## config.mk

```make
export PLATFORM = sky130hd
export DESIGN_NAME = serial_adder
export DESIGN_NICKNAME = d
export VERILOG_FILES = /design/src/rtl/arith_pkg.sv /design/src/rtl/fa.sv /design/src/rtl/serial_adder.sv
export SDC_FILE = /design/constraint.sdc
export NUM_CORES = 1
export LEC_CHECK = 0
export CAP_MARGIN = 5
export CORE_ASPECT_RATIO = 0.5
export CORE_UTILIZATION = 50
export CTS_CLUSTER_DIAMETER = 40
export DETAILED_ROUTE_END_ITERATION = 7
export GPL_TIMING_DRIVEN = 0
export HOLD_SLACK_MARGIN = 0.15
export PLACE_DENSITY_LB_ADDON = 0.2
export SYNTH_ARGS = -nofsm -noshare
export SYNTH_HDL_FRONTEND = slang
export SYNTH_SLANG_ARGS = --single-unit
export TNS_END_PERCENT = 50
```

## constraint.sdc

```tcl
create_clock -name clk_in -period 1.5 [get_ports clk_in]
set_input_delay 0.375 -clock clk_in [delete_from_list [all_inputs] [get_ports clk_in]]
set_output_delay 0.375 -clock clk_in [all_outputs]
set_load 0.01 [all_outputs]
```

## src/rtl/arith_pkg.sv

```systemverilog
// Shared arithmetic-block definitions: FSM state encodings and the
// sizing helper used by the bit-serial datapaths.
package arith_pkg;

    // Raw state encodings, kept as plain constants so other blocks and
    // checkers can compare against them without importing the enum type.
    localparam logic [1:0] ST_IDLE = 2'd0;
    localparam logic [1:0] ST_RUN  = 2'd1;
    localparam logic [1:0] ST_DONE = 2'd2;

    // Serial adder control states, bound to the raw encodings above.
    typedef enum logic [1:0] {
        S_IDLE = ST_IDLE,
        S_RUN  = ST_RUN,
        S_DONE = ST_DONE
    } state_e;

    // Width of a counter that must index bit positions 0 .. w-1.
    // Never narrower than one bit so a 2-bit datapath still gets a counter.
    function automatic int cnt_width(input int w);
        if (w <= 2) begin
            return 1;
        end else begin
            return $clog2(w);
        end
    endfunction

endpackage : arith_pkg

```

## src/rtl/fa.sv

```systemverilog
// Single-bit full adder cell shared by the serial arithmetic blocks.
module fa (
    input  logic a,
    input  logic b,
    input  logic ci,
    output logic s,
    output logic co
);

    // Purely combinational sum and majority-carry of the three input bits.
    always_comb begin
        s  = a ^ b ^ ci;
        co = (a & b) | (a & ci) | (b & ci);
    end

endmodule : fa

```

## src/rtl/serial_adder.sv

```systemverilog
// Bit-serial WIDTH-bit adder: operands are captured on an accepted start,
// one bit per clock is added LSB first through a single fa cell, and the
// registered sum/carry are published together with a one-cycle done pulse.
module serial_adder
    import arith_pkg::*;
#(
    parameter int WIDTH = 8
) (
    input  logic             clk_in,
    input  logic             rst_in,
    input  logic             start_in,
    input  logic [WIDTH-1:0] a_in,
    input  logic [WIDTH-1:0] b_in,
    input  logic             carry_in,
    output logic             ready_out,
    output logic             busy_out,
    output logic             done_out,
    output logic [WIDTH-1:0] sum_out,
    output logic             carry_out
);

    localparam int             CW       = cnt_width(WIDTH);
    localparam logic [CW-1:0]  CNT_ZERO = CW'(0);
    localparam logic [CW-1:0]  CNT_ONE  = CW'(1);
    localparam logic [CW-1:0]  CNT_LAST = CW'(WIDTH - 1);

    // Control state.
    state_e state_r;
    state_e state_next_s;

    // Operand, partial-sum and carry loop registers.
    logic [WIDTH-1:0] a_sh_r;
    logic [WIDTH-1:0] b_sh_r;
    logic [WIDTH-1:0] s_sh_r;
    logic             c_r;
    logic [CW-1:0]    cnt_r;

    // Published result and status flags (all registered).
    logic [WIDTH-1:0] sum_r;
    logic             carry_r;
    logic             ready_r;
    logic             busy_r;
    logic             done_r;

    // Bit-slice add results and derived datapath values.
    logic             fa_sum_s;
    logic             fa_co_s;
    logic             last_bit_s;
    logic [WIDTH-1:0] s_next_s;

    // One full-adder slice works on the current LSBs and the looped carry.
    fa u_fa (
        .a  (a_sh_r[0]),
        .b  (b_sh_r[0]),
        .ci (c_r),
        .s  (fa_sum_s),
        .co (fa_co_s)
    );

    // Partial sum after this bit and detection of the final bit position.
    always_comb begin
        s_next_s   = {fa_sum_s, s_sh_r[WIDTH-1:1]};
        last_bit_s = (cnt_r == CNT_LAST);
    end

    // State register; reset wins over every other event on the same edge.
    always_ff @(posedge clk_in) begin
        if (rst_in) begin
            state_r <= S_IDLE;
        end else begin
            state_r <= state_next_s;
        end
    end

    // Next-state decode: accept start only in IDLE, leave RUN after the last bit.
    always_comb begin
        state_next_s = state_r;
        case (state_r)
            S_IDLE: begin
                if (start_in) begin
                    state_next_s = S_RUN;
                end else begin
                    state_next_s = S_IDLE;
                end
            end
            S_RUN: begin
                if (last_bit_s) begin
                    state_next_s = S_DONE;
                end else begin
                    state_next_s = S_RUN;
                end
            end
            S_DONE: begin
                state_next_s = S_IDLE;
            end
            default: begin
                state_next_s = S_IDLE;
            end
        endcase
    end

    // Operand capture, right-shifting datapath, carry loop and bit counter.
    always_ff @(posedge clk_in) begin
        if (rst_in) begin
            a_sh_r <= {WIDTH{1'b0}};
            b_sh_r <= {WIDTH{1'b0}};
            s_sh_r <= {WIDTH{1'b0}};
            c_r    <= 1'b0;
            cnt_r  <= CNT_ZERO;
        end else begin
            case (state_r)
                S_IDLE: begin
                    if (start_in) begin
                        a_sh_r <= a_in;
                        b_sh_r <= b_in;
                        s_sh_r <= {WIDTH{1'b0}};
                        c_r    <= carry_in;
                        cnt_r  <= CNT_ZERO;
                    end else begin
                        cnt_r  <= cnt_r;
                    end
                end
                S_RUN: begin
                    a_sh_r <= {1'b0, a_sh_r[WIDTH-1:1]};
                    b_sh_r <= {1'b0, b_sh_r[WIDTH-1:1]};
                    s_sh_r <= s_next_s;
                    c_r    <= fa_co_s;
                    // Park the counter at zero on the last bit instead of wrapping.
                    if (last_bit_s) begin
                        cnt_r <= CNT_ZERO;
                    end else begin
                        cnt_r <= cnt_r + CNT_ONE;
                    end
                end
                default: begin
                    cnt_r <= cnt_r;
                end
            endcase
        end
    end

    // Result registers change only on the completing edge and hold otherwise.
    always_ff @(posedge clk_in) begin
        if (rst_in) begin
            sum_r   <= {WIDTH{1'b0}};
            carry_r <= 1'b0;
        end else if ((state_r == S_RUN) && last_bit_s) begin
            sum_r   <= s_next_s;
            carry_r <= fa_co_s;
        end else begin
            sum_r   <= sum_r;
            carry_r <= carry_r;
        end
    end

    // Status flags registered from the next state so they align with it.
    always_ff @(posedge clk_in) begin
        if (rst_in) begin
            ready_r <= 1'b1;
            busy_r  <= 1'b0;
            done_r  <= 1'b0;
        end else begin
            ready_r <= (state_next_s == S_IDLE);
            busy_r  <= (state_next_s == S_RUN);
            done_r  <= (state_next_s == S_DONE);
        end
    end

    // Drive ports straight from registers.
    assign ready_out = ready_r;
    assign busy_out  = busy_r;
    assign done_out  = done_r;
    assign sum_out   = sum_r;
    assign carry_out = carry_r;

endmodule : serial_adder
```

### Word-level counts from Yosys, hierarchy flattened

Index checks and enable logic that the tools add are counted.

| storage, ports and cells | value |
|---|---|
| memories | 0 |
| word-level logic and storage cells | 43 |
| latch bits | 0 |
| output and inout port bits | 12 |
| register bits | 42 |
| input port bits | 20 |
| RAM bits | 0 |
| memory bits (read-only) | 0 |

| operators by class | value |
|---|---|
| bitwise gates (word level) | 7 |
| equality and inequality tests | 5 |
| reduce and logical (&&, ||, !) cells | 5 |
| divide/modulo/power cells | 0 |
| multiplexer cells | 14 |
| $lt $le $gt $ge | 0 |
| $mul | 0 |
| $add $sub $neg | 1 |
| shift-type cells | 0 |

Operators with widths:

| operator | number |
|---|---|
| $pmux 8 s2 | 3 |
| $mux 8 | 3 |
| $mux 3 | 2 |
| $pmux 3 s2 | 1 |
| $eq 2x1->1 const B | 2 |
| $logic_not 2->1 | 2 |
| $pmux 2 s2 | 1 |
| $add 3x1->3 const B | 1 |
| $and 1x1->1 | 3 |
| $eq 3x3->1 const B | 1 |
| $eq 2x2->1 const B | 1 |
| $mux 1 | 2 |
| $mux 2 | 1 |
| $ne 2x2->1 const B | 1 |
| $or 1x1->1 | 2 |
| $pmux 1 s2 | 1 |
| $reduce_and 2->1 | 1 |
| $reduce_bool 2->1 | 1 |
| $xor 1x1->1 | 2 |
| $logic_and 1x1->1 | 1 |

### Logic depth before layout (Yosys ltp)

Gate-level depths: netlist of the first run.

| depth | value |
|---|---|
| depth after elaboration | 4 |
| depth in mapped cells | 6 |

### Modules after synthesis

Synthesis of the first run repeated with hierarchy kept, for this count alone.

| unflattened totals | value |
|---|---|
| cell total of the unflattened synthesis | 169 |
| area, all modules | 1614.0 um^2 |

Modules (own cells, without submodules):

| module | sequential area each (um^2) | times used | area each (um^2) | cells an instance |
|---|---|---|---|---|
| serial_adder | 820.8 | 1 | 1594.0 | 168 |
| fa | 0.0 | 1 | 20.0 | 1 |

### Worst setup path before layout of the first run

No wires, ideal clock.

| timing path | value |
|---|---|
| path kind | register to register |
| from | reg cnt_r[0] |
| to | reg sum_r[0] (netlist: sum_out[0]) |
| stages on the path, launching flop included | 7 |
| data arrival time | 1121 ps |
| path slack | 247 ps |
| required time | 1367 ps |
| clock period less this slack | 1253 ps |
| path through | dfxtp_1 > ha_1 > ha_1 > and3b_1 > buf_2 > nand2_1 > a21oi_1 |

| between the ends | value |
|---|---|
| word-level cells in the longest chain between the ends | 2 |

RTL lines:

| item | line | text |
|---|---|---|
| start, declared | serial_adder.sv:36 | `logic [CW-1:0] cnt_r;` |
| start signal, assigned | serial_adder.sv:120 | `cnt_r <= cnt_r;` |
| start signal, assigned | serial_adder.sv:132 | `cnt_r <= cnt_r + CNT_ONE;` |
| start signal, assigned | serial_adder.sv:136 | `cnt_r <= cnt_r;` |
| $eq 3x3->1 | serial_adder.sv:63 | `last_bit_s = (cnt_r == CNT_LAST);` |
| $logic_and 1x1->1 | serial_adder.sv:147 | `end else if ((state_r == S_RUN) && last_bit_s) begin` |
| end signal, assigned | serial_adder.sv:145 | `sum_r <= {WIDTH{1'b0}};` |
| end signal, assigned | serial_adder.sv:148 | `sum_r <= s_next_s;` |
| end signal, assigned | serial_adder.sv:151 | `sum_r <= sum_r;` |
| end, declared | serial_adder.sv:39 | `logic [WIDTH-1:0] sum_r;` |

No other way between the ends.
A chain may end at the register's enable or synchronous reset.

### Worst setup path in the final report of the first run

| timing path | value |
|---|---|
| from | in start_in |
| to | reg a_sh_r[2] |

| between the ends | value |
|---|---|
| word-level cells in the longest chain between the ends | 2 |

RTL lines:

| item | line | text |
|---|---|---|
| start, declared | serial_adder.sv:11 | `input logic start_in,` |
| $ne 2x2->1 (no line) | n/a |  |
| $reduce_and 2->1 (no line) | n/a |  |
| end signal, assigned | serial_adder.sv:105 | `a_sh_r <= {WIDTH{1'b0}};` |
| end signal, assigned | serial_adder.sv:114 | `a_sh_r <= a_in;` |
| end signal, assigned | serial_adder.sv:124 | `a_sh_r <= {1'b0, a_sh_r[WIDTH-1:1]};` |
| end, declared | serial_adder.sv:32 | `logic [WIDTH-1:0] a_sh_r;` |

No other way between the ends.

==> metrics.txt, run 1 <==
first-pass GRT wire length=5.38 mm; cell chosen for the clock root=clkbuf_8; GRT Overall Usage=0.211; most common cell in the netlist=dfxtp_1; Overflow after GRT=0; Final Hold Vio Count=0; DP Area=1960 sq um; outcome=finished clean; asr flop ratio synth=0; Slew HR=0.687; crit path launch type=primary input; IO Count=32; P per Cell Area=1120 nW/um^2; chip width=82.4 um; post-synthesis sequential area ratio=0.509; overall power=2.31 mW; area grow syn2layout=28.2%; area leader, netlist=dfxtp_1; CP Data Required Time=1.69 ns; Vias/cell=5.15; # rows=14; critical path peak fanout=10; part of the power in combinational logic=0.108; share of cells above drive strength 1=0.0918; Setup Viol. Count Final=0; Arrival @ worst endpoint=1.57 ns; drt initial violations=23; NumNets Final=229; internal power=1.77 mW; Avg Cell Area, Syn=9.55 sq um; P_sw=547 uW; 1st-pass router iterations=4; sequential share of power=0.504; post-layout instance area=2070 sq um; CTS tree=built; die area=3470 sq um; synthesized instance count=169; Worst-path clk slew=0.08 ns; initial core utilization=0.533; fin crit period=1.38 ns; Ant. Diodes=0; htree depth=2; Avg WL per Cell=12.7 um; ys flop type=dfxtp_1; Max Freq=0.725 GHz; final slew viol count=0; Slew @ Worst Pin=0.470 ns; Synth area leaders=dfxtp_1 (51%), mux2i_1 (9.9%), nor2_1 (7.2%); fin util=0.683; Max Root-Sink Buffers=2; Synth Register Bits=41; Core Area=3030 sq um; largest net degree at the start of global routing=15; Crit Path Class=in -> reg; number of flops mapped to enable cells by yosys=0; count of cell types in the netlist=23; dpl hpwl=2.16 mm; Synth warnings=0; fin crit share=0.920; final setup TNS=0 ns; Residual DRC=0; Detail Route Antenna Nets=0; PortBufs=30; Synth top area share=0.509; Detailed Route WL=3.14 mm; critical path capture point type=flip-flop; routed via count=1,271; worst vdd ir=0.696 mV; skew final=0.00700 ns; mapped cell area=1610 sq um; top cells by instance count after synthesis=dfxtp_1 (41), nor2_1 (31), nand2_1 (18), mux2i_1 (16), a211oi_1 (15); RePlAce Congestion=0.728; Sw Ratio=0.237; CTS sink cnt=41; number of global-route vias before repair=1,212; Hold Crit Class=in -> reg; Num CTS Buffers=5; Clk pwr share=0.388; Skew-Pair Late Insertion Delay=0.29 ns; maxcap violations=0; Net Count, Synth=192; RSZ-0062 raised after global routing=no; Die Ht=42.2 um; initial antenna violation count=0; leakage=0.842 nW
==> sequential cells by signal (all words and copies together) (netlist names) <==
name and flops:
done_out 1, state_r 2, sum_out 8, s_sh_r 7
a_sh_r 8, b_sh_r 8, ready_out 1, c_r 1
carry_out 1, busy_out 1, cnt_r 3
==> path summary, 6_finish.rpt <==
path	depth (start not counted)	from	endpoint	slack, ns
worst min register to register	2	sum_out[4]	sum_out[4]	0.45
worst min-delay path	3	rst_in	ready_out	0.38
worst max register to register	6	cnt_r[0]	sum_out[2]	0.15
worst max-delay path	5	start_in	a_sh_r[2]	0.12
==> per-stage QoR <==
step	instances	hold slack, ns	setup slack [ns]
2_1_floorplan	169	0.432	0.247
3_3_place_gp	239	0.442	-0.120
3_5_place_dp	239	0.447	-0.161
4_1_cts	247	0.376	0.0844
5_1_grt	247	0.419	0.0155
6_report	247	0.384	0.121
==> per-layer routing <==
layer / GRT usage / share of wire / vias to the layer above
met5: 0 / 0 / -
met4: 0.0632 / 0.0099 / 0
met3: 0.0652 / 0.036 / 7
met2: 0.340 / 0.45 / 22
met1: 0.270 / 0.50 / 577
li1: - / - / 665
==> power groups by stage <==
| stage | Combinational (mW) | Clock [mW] | Sequential, mW |
|---|---|---|---|
| finish | 0.249 | 0.898 | 1.17 |
| global route | 0.277 | 0.959 | 1.17 |
| CTS | 0.251 | 0.918 | 1.17 |
| detailed placement | 0.251 | 0 | 1.19 |
| global placement | 0.247 | 0 | 1.19 |
| floorplan | 0.160 | 0 | 1.19 |
==> critical path, cell delays in order <==
cell and delay, ns:
clkdlybuf4s50_1 0.53, o21ba_2 0.17, buf_4 0.17, nor2_1 0.05, a211oi_1 0.26
==> what timing repair did <==
item,in CTS,in global routing
cloned,0,0
pin swaps,0,0
setup endpoints to repair,12,5
hold endpoints to repair,0,0
hold buffers,0,0
setup buffers,0,0
gates resized for setup,12,2
==> cell usage in the layout (no fill, tap or decap), types with 2 or more instances in the layout <==
cell type        instances
nor3_1                   2
a21oi_1                  9
dfxtp_1                 41
nor2_1                  31
clkbuf_8                 5
a211oi_1                15
nand2_1                 18
buf_4                    2
dlygate4sd2_1           12
clkdlybuf4s50_1         18
clkbuf_1                 5
mux2i_1                 16
a22oi_1                 12
buf_2                    4
==> final cells by class <==
class / instances / area (sq um)
tap: 40 / 50.0
sequential: 41 / 821
buffer: 14 / 92.6
clock buffer: 5 / 68.8
timing repair buffer: 30 / 285
clock inverter: 3 / 46.3
fill: 265 / 961
inverter: 1 / 3.75
multi-input combinational: 113 / 702
==> cells by family (layout without fill, tap and decap cells) <==
family / count (synthesis) / count (layout) / synth area share
mux: 16 / 16 / 0.0992
fa+ha+maj: 3 / 3 / 0.0279
buf+inv: 15 / 53 / 0.0581
compound gates: 39 / 39 / 0.167
flops: 41 / 41 / 0.509
simple gates: 55 / 55 / 0.139
No activity file was read; power rests on OpenSTA's default activity.
==> run 2, diff against run 1 <==
--- a/config.mk
+++ b/config.mk
@@ -11,8 +11,8 @@
 export CTS_CLUSTER_DIAMETER = 40
 export DETAILED_ROUTE_END_ITERATION = 7
 export GPL_TIMING_DRIVEN = 0
-export HOLD_SLACK_MARGIN = 0.15
-export PLACE_DENSITY_LB_ADDON = 0.2
+export HOLD_SLACK_MARGIN = 0.05
+export PLACE_DENSITY = 0.89
 export SYNTH_ARGS = -nofsm -noshare
 export SYNTH_HDL_FRONTEND = slang
 export SYNTH_SLANG_ARGS = --single-unit
==> constraint.sdc (replaced) <==
create_clock -name clk_in -period 1.3 [get_ports clk_in]
set_input_delay 0.325 -clock clk_in [delete_from_list [all_inputs] [get_ports clk_in]]
set_output_delay 0.325 -clock clk_in [all_outputs]
set_load 0.01 [all_outputs]
==> run 2 against run 1 <==
Flip-flop and latch count unchanged. Routed wire length rose by 13%. Clock-buffer cell count stayed put. Die area unchanged. Total power grew 24%. Critical path depth increased by 1. Sequential share of layout area shrank 1.4 points. Critical path type is now reg -> reg.
==> metrics.txt, run 2 (same netlist as run 1, synthesis figures left out) <==
die area=3470 sq um (unchanged); Crit Path Class=reg -> reg (was in -> reg); critical path capture point type=flip-flop (unchanged); commonest cells after routing, fill and taps aside=dfxtp_1 (38), nor2_1 (31), nand2_1 (18) (was dfxtp_1 (41), nor2_1 (31), nand2_1 (18), clkdlybuf4s50_1 (18), mux2i_1 (16)); fin crit period=1.28 ns; initial core utilization=0.533 (unchanged); flip-flop and latch area=825 sq um (was 821 sq um); Reg-to-Reg Start=cnt_r[0] (unchanged); skew final=0.0128 ns (was 0.00700 ns); CP Data Required Time=1.51 ns (was 1.69 ns); overall power=2.87 mW (was 2.31 mW); commonest non-fill, non-tap cell in the layout=dfxtp_1 (unchanged); Post-CTS Hold Buffers=0 (unchanged); Multi-input gate area=742 sq um (was 702 sq um); RePlAce Congestion=0.783 (was 0.728); outcome=finished clean (unchanged); leakage=0.871 nW (was 0.842 nW); reg2reg end=carry_out (was sum_out[2]); CTS sink cnt=41 (unchanged); Max Freq=0.784 GHz; cell chosen for the clock root=clkbuf_8 (unchanged); Setup Viol. Count Final=0 (unchanged); Arrival @ worst endpoint=1.49 ns (was 1.57 ns); share of cells above drive strength 1=0.153 (was 0.0918); final setup TNS=0 ns (unchanged); DP Area=1960 sq um (unchanged); Residual DRC=0 (unchanged); Slew HR=0.663 (was 0.687); PortBufs=30 (unchanged); Overflow after GRT=0 (unchanged); Detailed Route WL=3.53 mm (was 3.14 mm); Skew-Pair Late Insertion Delay=0.30 ns (was 0.29 ns); Worst Hold End=ready_out (unchanged); Hold Crit Class=in -> reg (unchanged); WHS Path Cells=3 (unchanged); 1st-pass router iterations=4 (unchanged); Slew @ Worst Pin=0.505 ns (was 0.470 ns); # rows=14 (unchanged); Ant. Diodes=0 (unchanged); fin crit share=0.982; Num CTS Buffers=5 (unchanged); Final Hold Vio Count=0 (unchanged); routed via count=1,358 (was 1,271); Die Ht=42.2 um (unchanged); P per Cell Area=1330 nW/um^2 (was 1120 nW/um^2); largest net degree at the start of global routing=14 (was 15); IO Count=32 (unchanged); area grow syn2layout=33.5% (was 28.2%); post-layout instance area=2150 sq um (was 2070 sq um); drt initial violations=111 (was 23); min-delay src=rst_in (unchanged); CTS tree=built (unchanged); maxcap violations=0 (unchanged); final slew viol count=0 (unchanged); initial antenna violation count=0 (unchanged); htree depth=2 (unchanged); dpl hpwl=2.27 mm (was 2.16 mm); number of global-route vias before repair=1,248 (was 1,212); GRT Overall Usage=0.225 (was 0.211); NumNets Final=231 (was 229); crit path launch type=flip-flop (was primary input); critical path peak fanout=10 (unchanged); Max Root-Sink Buffers=2 (unchanged); Vias/cell=5.45 (was 5.15); reg2reg path depth=6 (unchanged); Core Area=3030 sq um (unchanged); worst vdd ir=0.740 mV (was 0.696 mV); chip width=82.4 um (unchanged); Detail Route Antenna Nets=0 (unchanged); Avg WL per Cell=14.2 um (was 12.7 um); R2R setup slack=0.02 ns (was 0.15 ns); FILL cells=228 (was 265); Worst-path clk slew=0.08 ns (about the same); first-pass GRT wire length=5.78 mm (was 5.38 mm)
run 2: cell types whose count changed in the layout (fill, tap and decap cells not counted), sizes merged:
cell | previous run | this run
dlygate4sd2 | 12 | 13
clkinvlp | 1 | 0
buf | 8 | 11
bufinv | 1 | 2
clkbuf | 11 | 10
clkdlybuf4s50 | 18 | 17
run 2: how the worst max path moves through the flow:
stage               cells past startpoint     start  slack (ns)    endpoint
floorplan                               6  cnt_r[0]        0.05  sum_out[0]
global placement                        5  start_in       -0.25   a_sh_r[7]
detailed placement                      5  start_in       -0.35   a_sh_r[7]
CTS                                     6  cnt_r[0]      0.0006   carry_out
global route                            6  cnt_r[0]       -0.02   carry_out
finish                                  6  cnt_r[0]        0.02   carry_out
run 2: worst max-delay path, cell delays in order (launching register included):
cell      delay [ns]
dfxtp_2         0.33
ha_2            0.19
ha_4            0.17
nand3b_1        0.13
buf_6           0.16
nand2_1         0.06
a21oi_1         0.15
run 2: layer usage:
metal  up-vias  routed length (um)  track usage
li1        663                   -            -
met1       654                1670        0.286
met2        33                1660        0.352
met3         8                 143       0.0739
met4         0                  64       0.0947
met5         -                   0            0
run 2: final cells by class:
cell class / count / area share
repair buffers: 33 / 0.142
flip-flops and latches: 41 / 0.383
multi-input cells: 113 / 0.344
plain buffers: 13 / 0.0436
well taps: 40 / 0.0232
clock buffers: 5 / 0.0319
clock inverters: 3 / 0.0302
inverters: 1 / 0.00174
run 2: through the flow:
step	utilization	worst slack, ns	hold slack (ns)	std cells
3_5_place_dp	0.648	-0.352	0.448	239
3_3_place_gp	0.648	-0.254	0.442	239
5_1_grt	0.711	-0.0210	0.408	249
6_report	0.711	0.0239	0.374	249
2_1_floorplan	-	0.0468	0.425	169
4_1_cts	0.700	0.000647	0.347	249
run 2: report_power, final:
part	switching [mW]	internal (mW)	total, mW
combinational	0.154	0.161	0.315
sequential	0.0359	1.31	1.35
clock	0.445	0.763	1.21
total	0.635	2.24	2.87
run 2: timing repair:
| item | 4_1_cts | 5_1_grt |
|---|---|---|
| setup endpoints to repair | 28 | 16 |
| setup buffers | 2 | 1 |
| gates resized for setup | 21 | 9 |
